File: src/rtl/fu_alu_pipe.sv
// Pipelined integer ALU functional unit with issue-tag passthrough, stall and flush.
// Optional signed/unsigned MIN/MAX opcodes are enabled by defining FU_ALU_MINMAX_EN.
module fu_alu_pipe #(
  parameter int XLEN    = 32,
  parameter int LATENCY = 1,
  parameter int TAG_W   = 5
) (
  input  logic             clk,
  input  logic             rst,
  input  logic             EN,
  input  logic [3:0]       ALUControl,
  input  logic [XLEN-1:0]  ALUA,
  input  logic [XLEN-1:0]  ALUB,
  input  logic [TAG_W-1:0] tag_in,
  input  logic             stall,
  input  logic             flush,
  output logic             ready,
  output logic             finish,
  output logic [XLEN-1:0]  res,
  output logic             zero,
  output logic             overflow,
  output logic [TAG_W-1:0] tag_out
);

  localparam int SHW = $clog2(XLEN);

  typedef enum logic [3:0] {
    OP_MAXU = 4'b0000,
    OP_ADD  = 4'b0001,
    OP_SUB  = 4'b0010,
    OP_AND  = 4'b0011,
    OP_OR   = 4'b0100,
    OP_XOR  = 4'b0101,
    OP_SLL  = 4'b0110,
    OP_SRL  = 4'b0111,
    OP_SLT  = 4'b1000,
    OP_SLTU = 4'b1001,
    OP_SRA  = 4'b1010,
    OP_AP4  = 4'b1011,
    OP_BOUT = 4'b1100,
    OP_MIN  = 4'b1101,
    OP_MAX  = 4'b1110,
    OP_MINU = 4'b1111
  } alu_op_e;

  logic             s1_valid_q, s1_valid_d;
  logic [3:0]       s1_op_q, s1_op_d;
  logic [XLEN-1:0]  s1_a_q, s1_a_d;
  logic [XLEN-1:0]  s1_b_q, s1_b_d;
  logic [TAG_W-1:0] s1_tag_q, s1_tag_d;

  assign ready = ~stall;

  // Flush beats stall and EN; stall freezes the stage and refuses new ops.
  always_comb begin
    s1_valid_d = s1_valid_q;
    s1_op_d    = s1_op_q;
    s1_a_d     = s1_a_q;
    s1_b_d     = s1_b_q;
    s1_tag_d   = s1_tag_q;
    if (flush) begin
      s1_valid_d = 1'b0;
    end else if (!stall) begin
      s1_valid_d = EN;
      if (EN) begin
        s1_op_d  = ALUControl;
        s1_a_d   = ALUA;
        s1_b_d   = ALUB;
        s1_tag_d = tag_in;
      end
    end
  end

  always_ff @(posedge clk) begin
    if (rst) begin
      s1_valid_q <= 1'b0;
      s1_op_q    <= '0;
      s1_a_q     <= '0;
      s1_b_q     <= '0;
      s1_tag_q   <= '0;
    end else begin
      s1_valid_q <= s1_valid_d;
      s1_op_q    <= s1_op_d;
      s1_a_q     <= s1_a_d;
      s1_b_q     <= s1_b_d;
      s1_tag_q   <= s1_tag_d;
    end
  end

  logic [XLEN-1:0] add_res, sub_res, alu_res;
  logic [XLEN:0]   sub_ext;
  logic [SHW-1:0]  shamt;
  logic            add_ovf, sub_ovf, slt, sltu, alu_ovf;

  // SLTU is the borrow out of the widened subtract; SLT corrects the sign with overflow.
  always_comb begin
    add_res = s1_a_q + s1_b_q;
    sub_ext = {1'b0, s1_a_q} - {1'b0, s1_b_q};
    sub_res = sub_ext[XLEN-1:0];
    sltu    = sub_ext[XLEN];
    shamt   = s1_b_q[SHW-1:0];
    add_ovf = (s1_a_q[XLEN-1] == s1_b_q[XLEN-1]) && (add_res[XLEN-1] != s1_a_q[XLEN-1]);
    sub_ovf = (s1_a_q[XLEN-1] != s1_b_q[XLEN-1]) && (sub_res[XLEN-1] != s1_a_q[XLEN-1]);
    slt     = sub_res[XLEN-1] ^ sub_ovf;
    alu_res = '0;
    alu_ovf = 1'b0;
    case (alu_op_e'(s1_op_q))
      OP_ADD:  begin alu_res = add_res; alu_ovf = add_ovf; end
      OP_SUB:  begin alu_res = sub_res; alu_ovf = sub_ovf; end
      OP_AND:  alu_res = s1_a_q & s1_b_q;
      OP_OR:   alu_res = s1_a_q | s1_b_q;
      OP_XOR:  alu_res = s1_a_q ^ s1_b_q;
      OP_SLL:  alu_res = s1_a_q << shamt;
      OP_SRL:  alu_res = s1_a_q >> shamt;
      OP_SLT:  alu_res = XLEN'(slt);
      OP_SLTU: alu_res = XLEN'(sltu);
      OP_SRA:  alu_res = $unsigned($signed(s1_a_q) >>> shamt);
      OP_AP4:  alu_res = s1_a_q + XLEN'(4);
      OP_BOUT: alu_res = s1_b_q;
`ifdef FU_ALU_MINMAX_EN
      OP_MIN:  alu_res = slt  ? s1_a_q : s1_b_q;
      OP_MAX:  alu_res = slt  ? s1_b_q : s1_a_q;
      OP_MINU: alu_res = sltu ? s1_a_q : s1_b_q;
      OP_MAXU: alu_res = sltu ? s1_b_q : s1_a_q;
`endif
      default: alu_res = '0;
    endcase
  end

  logic             fin_int;
  logic [XLEN-1:0]  res_int;
  logic             ovf_int;
  logic [TAG_W-1:0] tag_int;

  generate
    if (LATENCY == 1) begin : g_direct
      assign fin_int = s1_valid_q;
      assign res_int = alu_res;
      assign ovf_int = alu_ovf;
      assign tag_int = s1_tag_q;
    end else begin : g_pipe
      logic [LATENCY-2:0] v_q, v_d;
      logic [LATENCY-2:0] o_q, o_d;
      logic [XLEN-1:0]    r_q [LATENCY-1];
      logic [XLEN-1:0]    r_d [LATENCY-1];
      logic [TAG_W-1:0]   t_q [LATENCY-1];
      logic [TAG_W-1:0]   t_d [LATENCY-1];

      always_comb begin
        v_d = v_q;
        o_d = o_q;
        r_d = r_q;
        t_d = t_q;
        if (flush) begin
          v_d = '0;
        end else if (!stall) begin
          v_d[0] = s1_valid_q;
          o_d[0] = alu_ovf;
          r_d[0] = alu_res;
          t_d[0] = s1_tag_q;
          for (int k = 1; k < LATENCY - 1; k++) begin
            v_d[k] = v_q[k-1];
            o_d[k] = o_q[k-1];
            r_d[k] = r_q[k-1];
            t_d[k] = t_q[k-1];
          end
        end
      end

      always_ff @(posedge clk) begin
        if (rst) begin
          v_q <= '0;
          o_q <= '0;
          for (int k = 0; k < LATENCY - 1; k++) begin
            r_q[k] <= '0;
            t_q[k] <= '0;
          end
        end else begin
          v_q <= v_d;
          o_q <= o_d;
          r_q <= r_d;
          t_q <= t_d;
        end
      end

      assign fin_int = v_q[LATENCY-2];
      assign res_int = r_q[LATENCY-2];
      assign ovf_int = o_q[LATENCY-2];
      assign tag_int = t_q[LATENCY-2];
    end
  endgenerate

  assign finish   = fin_int;
  assign res      = fin_int ? res_int : '0;
  assign overflow = fin_int & ovf_int;
  assign tag_out  = fin_int ? tag_int : '0;
  assign zero     = fin_int && (res == '0);

endmodule

File: config.mk
export PLATFORM = sky130hd
export DESIGN_NAME = fu_alu_pipe
export DESIGN_NICKNAME = d
export VERILOG_FILES = /design/src/rtl/fu_alu_pipe.sv
export SDC_FILE = /design/constraint.sdc
export NUM_CORES = 1
export LEC_CHECK = 0
export ABC_AREA = 1
export CORE_MARGIN = 2
export CORE_UTILIZATION = 39
export DETAILED_ROUTE_END_ITERATION = 12
export PLACE_DENSITY = 0.61
export RECOVER_POWER = 25
export SLEW_MARGIN = 20
export SYNTH_ARGS = -nofsm -noshare
export SYNTH_HDL_FRONTEND = slang
export SYNTH_SLANG_ARGS = --single-unit
File: constraint.sdc
create_clock -name clk -period 9.1 [get_ports clk]
set_input_delay 1.82 -clock clk [delete_from_list [all_inputs] [get_ports clk]]
set_output_delay 1.82 -clock clk [all_outputs]
set_load 0.02 [all_outputs]
==> results_dict.tcl <==
set metrics [dict create \
    outcome "finished with violations" \
    failed_checks "max-capacitance violations, max-slew violations" \
    crit_type "reg -> out" \
    timing.critical_path.required_ns 7.28 \
    tightest_slew_ns 2.39 \
    grtUsageTotal_pct 43.0 \
    post_route_skew_ns 0 \
    totalWireLength_um 84600 \
    yosysUniqueCellTypes 41 \
    drt-pass1-iter-count 5 \
    cts_hold_buf 0 \
    yosysSeqAreaShare_pct 10.3 \
    timing.critical_path.from_type "register" \
    layout-drive-gt1-share_pct 2.92 \
    fin_tns_setup_ns 0 \
    floorplan.die.width_um 196 \
    fp.coreArea_um2 36500 \
    cts.root.buffer_cell "clkbuf_16" \
    cp_slowest_stage_delay_ns 0.72 \
    max_transition_viols_final 63 \
    gp_weighted_congestion 1.06 \
    design.portCount 119 \
    synth_enable_flop_cells 0 \
    hold_path.class "reg -> reg" \
    cpMostUsedCell "nor2_1" \
    die-height_um 196 \
    drtIter0Drc 2395 \
    type_of_element_capturing_the_critical_path "output port" \
    maxClockFrequency_mhz 124 \
    p_leak_nw 8.07 \
    worst_slew_margin_rel_pct -59.7 \
    yosys_warn_count 0 \
    num_rows 70 \
    worst-endpoint-arrival_ns 6.25 \
    timing.final.crit_share_pct 88.7 \
    cts_setup_buffers 0 \
    powerDensity_nw_per_um2 90.9 \
    route.met3.wl_um 8070 \
    wl_met1_um 34800 \
    clock_sinks 74 \
    multi_input_comb_area_um2 11000 \
    seq_area_um2 1490 \
    grt_pass1_wl_um 121000 \
    synthCells 2778 \
    grt_antenna_before_repair 4 \
    critical-path-slowest-cell "dfxtp_1" \
    finalHoldViolCount 0 \
    viasPerCell 5.95 \
    globalRouteOverflowTotal 0 \
    stdcell_area_um2 16000 \
    finalWorstPathRequiredPeriod_ns 8.07 \
    netlist_area_um2 14400 \
    cts-resized-gates 0 \
    post-route-drc-count 0 \
    max-clock-path-buffers 2 \
    ys_ff_latch 74 \
    syn-num-nets 2968 \
    route.met2.wl_um 37200 \
    numCtsBuffers 9 \
    clk_pin_slew_ns 0.07 \
    wl_per_cell_um 25.8 \
    max_cap_violations 1 \
    fillers 4203 \
    path_max_fanout 13 \
    highest-signal-layer "met4" \
    maximum_number_of_pins_on_one_net_before_global_route_repair 79 \
    synthArstFlopShare_pct 0 \
    ant_nets 0 \
    area_of_the_die_um2 38600 \
    number_of_global_route_vias_before_repair 18100 \
    mostFrequentLayoutCell "nand2_1" \
    finalNetCount 2990 \
    area_growth_syn_to_layout_pct 10.7 \
    htree_num_levels 3 \
    synth_flop_cell "dfxtp_1" \
    worstSkewPairLatency_ns 0.37 \
    num_vias 19500 \
    initial_core_util_pct 39.6 \
    layout_common_cells "865 x nand2_1, 517 x nand3_1, 357 x inv_1, 322 x nor2_1, 116 x clkdlybuf4s50_1" \
    rsz0062_at_grt "false" \
    setup-violations-final 0 \
    placedInstanceArea_um2 15700 \
    cts_tree "done" \
    power.ir.vdd_worst_mv 0.0954 \
    port_buffers 118 \
    dpl.hpwl_um 69100 \
    synthesis.area_per_instance_um2 5.20 \
]
worst paths after layout:
path              depth (start not counted)     endpoint  slack, ns        start
setup / recovery                         26         zero       1.03    s1_b_q[4]
hold / removal                            2  s1_tag_q[3]       0.47  s1_tag_q[3]
setup reg to reg                          2   s1_a_q[31]       7.40   s1_a_q[31]
hold reg to reg                           2  s1_tag_q[3]       0.47  s1_tag_q[3]
per-stage QoR:
stage / setup WS, ns / power (mW) / instances / utilization (%) / hold WS (ns)
after floorplan: 3.26 / 0.809 / 2778 / - / 0.441
after global placement: 1.82 / 1.05 / 3257 / 43.0 / 0.448
after detailed placement: 1.66 / 1.06 / 3257 / 43.0 / 0.457
after CTS: 1.24 / 1.42 / 3272 / 43.8 / 0.468
after global routing: 0.763 / 1.52 / 3272 / 43.8 / 0.496
final: 1.03 / 1.45 / 3275 / 43.8 / 0.469
critical path, delay by kind of cell, from the launching register on:
| kind | cells | cell delay (ns) |
|---|---|---|
| AOI/OAI and AO/OA | 3 | 0.55 |
| adders and majority gates | 2 | 0.92 |
| buffers and inverters | 3 | 1.12 |
| DFF | 1 | 0.72 |
| and+or+nand+nor | 18 | 2.57 |
final cells by class:
class                           count  area share, %
Multi-Input combinational cell   2213           68.6
Clock buffer                       11           1.58
Inverter                          371           8.71
Tap cell                          468           3.66
Sequential cell                    74           9.29
Antenna cell                        3         0.0470
Timing Repair Buffer              131           7.97
Clock inverter                      4          0.172
sequential cells by signal, summed over array words and instances (netlist names):
signal	count
s1_a_q	32
s1_b_q	32
s1_tag_q	5
s1_op_q	4
finish	1
synth_stat cells (5+ instances only):
cell | n | area share (%)
nor2_1 | 323 | 8.4
nor3_1 | 26 | 0.90
a21oi_1 | 77 | 2.7
a31oi_1 | 6 | 0.26
buf_2 | 49 | 1.7
dfxtp_1 | 74 | 10
nor2_4 | 7 | 0.55
nand3_1 | 517 | 18
inv_1 | 358 | 9.3
o2111ai_1 | 5 | 0.30
nand2_2 | 7 | 0.30
o21ai_0 | 61 | 2.1
buf_1 | 11 | 0.29
ha_1 | 109 | 9.4
a211oi_1 | 68 | 3.5
buf_4 | 10 | 0.52
buf_6 | 7 | 0.55
and2_1 | 13 | 0.56
inv_2 | 11 | 0.29
nand4_1 | 37 | 1.6
nand2_1 | 865 | 22
clkbuf_1 | 42 | 1.1
o21bai_1 | 12 | 0.62
o211ai_1 | 11 | 0.57
xor2_1 | 5 | 0.30
o22ai_1 | 24 | 1.0
o21ai_1 | 8 | 0.28
nor2_2 | 10 | 0.43
power breakdown:
group / total (mW) / switching, mW / internal (mW)
registers: 0.372 / 0.0313 / 0.341
clock network: 0.375 / 0.177 / 0.198
logic: 0.706 / 0.505 / 0.201
layer usage:
metal	global-route usage (%)	up-vias
li1	-	9024
met1	56.6	9149
met2	67.3	1134
met3	7.68	189
met4	21.7	0
met5	0	-
cells by family (layout without fill, tap and decap cells):
logic type / after synthesis / after routing / share of synthesized area, %
buffers and inverters: 491 / 517 / 13.9
AND/OR/NAND/NOR: 1819 / 1819 / 54.0
XOR/XNOR: 6 / 6 / 0.364
adder cells (fa/ha/maj): 112 / 112 / 9.86
other: 0 / 3 / 0
flip-flops: 74 / 74 / 10.3
AO/OA/AOI/OAI: 276 / 276 / 11.6
Power figures use the tool's default switching activity.
==> edit: new RTL, same flow settings <==
Make the reset (`rst`) asynchronous in 2 clocked blocks.
--- a/src/rtl/fu_alu_pipe.sv
+++ b/src/rtl/fu_alu_pipe.sv
@@ -71,7 +71,7 @@
     end
   end
 
-  always_ff @(posedge clk) begin
+  always_ff @(posedge clk or posedge rst) begin
     if (rst) begin
       s1_valid_q <= 1'b0;
       s1_op_q    <= '0;
@@ -167,7 +167,7 @@
         end
       end
 
-      always_ff @(posedge clk) begin
+      always_ff @(posedge clk or posedge rst) begin
         if (rst) begin
           v_q <= '0;
           o_q <= '0;
Check against the original RTL: not equivalent (Yosys sat finds a counterexample within 4 cycles, from zero or initial values and one cycle with rst high; the reset may be asserted at any time).
==> edit against the original RTL <==
- the run still ends with capacitance limit, slew limit left
- critical path depth stayed put
- sequential cell count stayed put
- register-to-register slack worse by 0.37 ns
- non-clock buffer count is 5 higher
- sequential share of layout area is 2.0 points higher
- fmax is 8.3% higher
- area after synthesis is 1.7% higher
- setup slack better by 0.62 ns
- final area is 2.3% higher
- wire length is 1.9% lower
Power is not compared: it rests on default switching activity, and its combinational part moved more than twofold at a synthesized area within 25%.
==> edit: results (changes against the original RTL) <==
Post-synth top cells -> nand2_1 (873), nand3_1 (518), inv_1 (348)
via count -> 19800 (+1.5%)
Max Cap Viol -> 2 (+1)
half-perimeter wire length after placement -> 66500 um (-3.7%)
slowest stage cell, crit path -> dfrtp_1
fraction of layout cells with a size suffix above 1 -> 0.0337 (+0.00446)
status -> finished with violations
latest clock arrival within the worst-skew pair -> 0.39 ns (+0.02 ns)
met2 Resource Use GR -> 0.647 (-0.0263)
storage element area -> 1850 um^2 (+25%)
# fillers -> 4272 (+1.6%)
failing checks -> capacitance limit, slew limit
Async SR Flop Fraction -> 1.00 (+1.00)
all-layer global routing usage -> 0.418 (-0.0113)
Arr. time, crit path -> 5.64 ns (-0.61 ns)
met3 global-route usage -> 0.0950 (+0.0182)
via count of the first global-routing pass -> 18100 (+0.24%)
initial DRC count -> 2961 (+24%)
Placed Area -> 16000 um^2 (+2.2%)
RePlAce Congestion -> 1.06 (+0.36%)
first-pass GRT wire length -> 119000 um (-1.4%)
Pins Over Slew Limit -> 123 (+95%)
GR Util met1 -> 0.544 (-0.0218)
Antenna diodes -> 0 (-3)
drt wl/cell -> 24.9 um (-3.6%)
part of the Yosys area used for sequential elements -> 0.126 (+0.0235)
max incr delay on CP -> 0.82 ns (+0.10 ns)
Slew Limit Headroom -> -1.62 (-1.03)
Layout Nets -> 3004 (+0.47%)
IO buf count -> 118 (unchanged)
synth top area cells -> nand2_1 (22%), nand3_1 (18%), dfrtp_1 (13%), ha_1 (9.3%), inv_1 (8.9%)
Pre-antenna DRT Iters -> 7 (+2)
prevailing post-synth register cell -> dfrtp_1
pin count of the biggest net entering global routing -> 83 (+5.1%)
Distinct cells, synth -> 47 (+15%)
initial antenna violation count -> 2 (-2)
edit: cell types whose count changed in the layout (fill, tap and decap cells not counted), sizes merged, moves of 11 or more:
cell    before  now
a21oi       78  140
a211oi      68    0
dfxtp       74    0
dfrtp        0   74
nand2      877  888
edit: final timing paths:
path / startpoint / endpoint / slack [ns] / cells past startpoint
max reg2reg: finish / finish / 7.03 / 3
max in group asynchronous: rst / s1_b_q[1] / 2.69 / 3
min in group asynchronous: rst / s1_b_q[10] / 2.01 / 2
max: s1_b_q[4] / zero / 1.64 / 26
min reg2reg: s1_tag_q[3] / s1_tag_q[3] / 0.52 / 1
min: s1_tag_q[3] / s1_tag_q[3] / 0.52 / 1
edit: per-layer routing:
layer / vias up / wire length [um]
met5: - / 13
met4: 2 / 4750
met3: 210 / 9370
met2: 1338 / 35900
met1: 9225 / 33000
li1: 9012 / -
edit: final cells by class:
cell class	count	share of cell area
clock inverters	6	0.00535
repair buffers	136	0.0802
flip-flops and latches	74	0.113
well taps	511	0.0391
clock buffers	10	0.0146
multi-input cells	2225	0.663
inverters	368	0.0848
edit: report_power, final:
part,internal [mW],total (mW),switching (mW)
registers,0.381,0.493,0.113
logic,0.627,2.34,1.71
clock network,0.249,0.443,0.194
edit: worst register-to-register path: stages (launching register included):
cell and delay (ns):
dfrtp_1 0.33, buf_4 0.40, clkinv_1 0.76, o31ai_1 0.47
edit: logic make-up after synthesis:
kind of cell / count (synthesis) / synth area share
compound gates: 271 / 0.101
xor+xnor: 2 / 0.00119
fa+ha+maj: 112 / 0.0969
mux: 5 / 0.00383
simple gates: 1835 / 0.535
flops: 74 / 0.126
buf+inv: 489 / 0.136
edit: through the flow:
stage	worst slack (ns)	power [mW]	hold slack (ns)	instances
global placement	2.17	2.72	0.488	3314
detailed placement	2.19	2.72	0.505	3314
global route	1.21	3.46	0.535	3330
finish	1.64	3.28	0.520	3330
CTS	1.76	3.17	0.521	3330
floorplan	3.49	1.94	0.479	2788
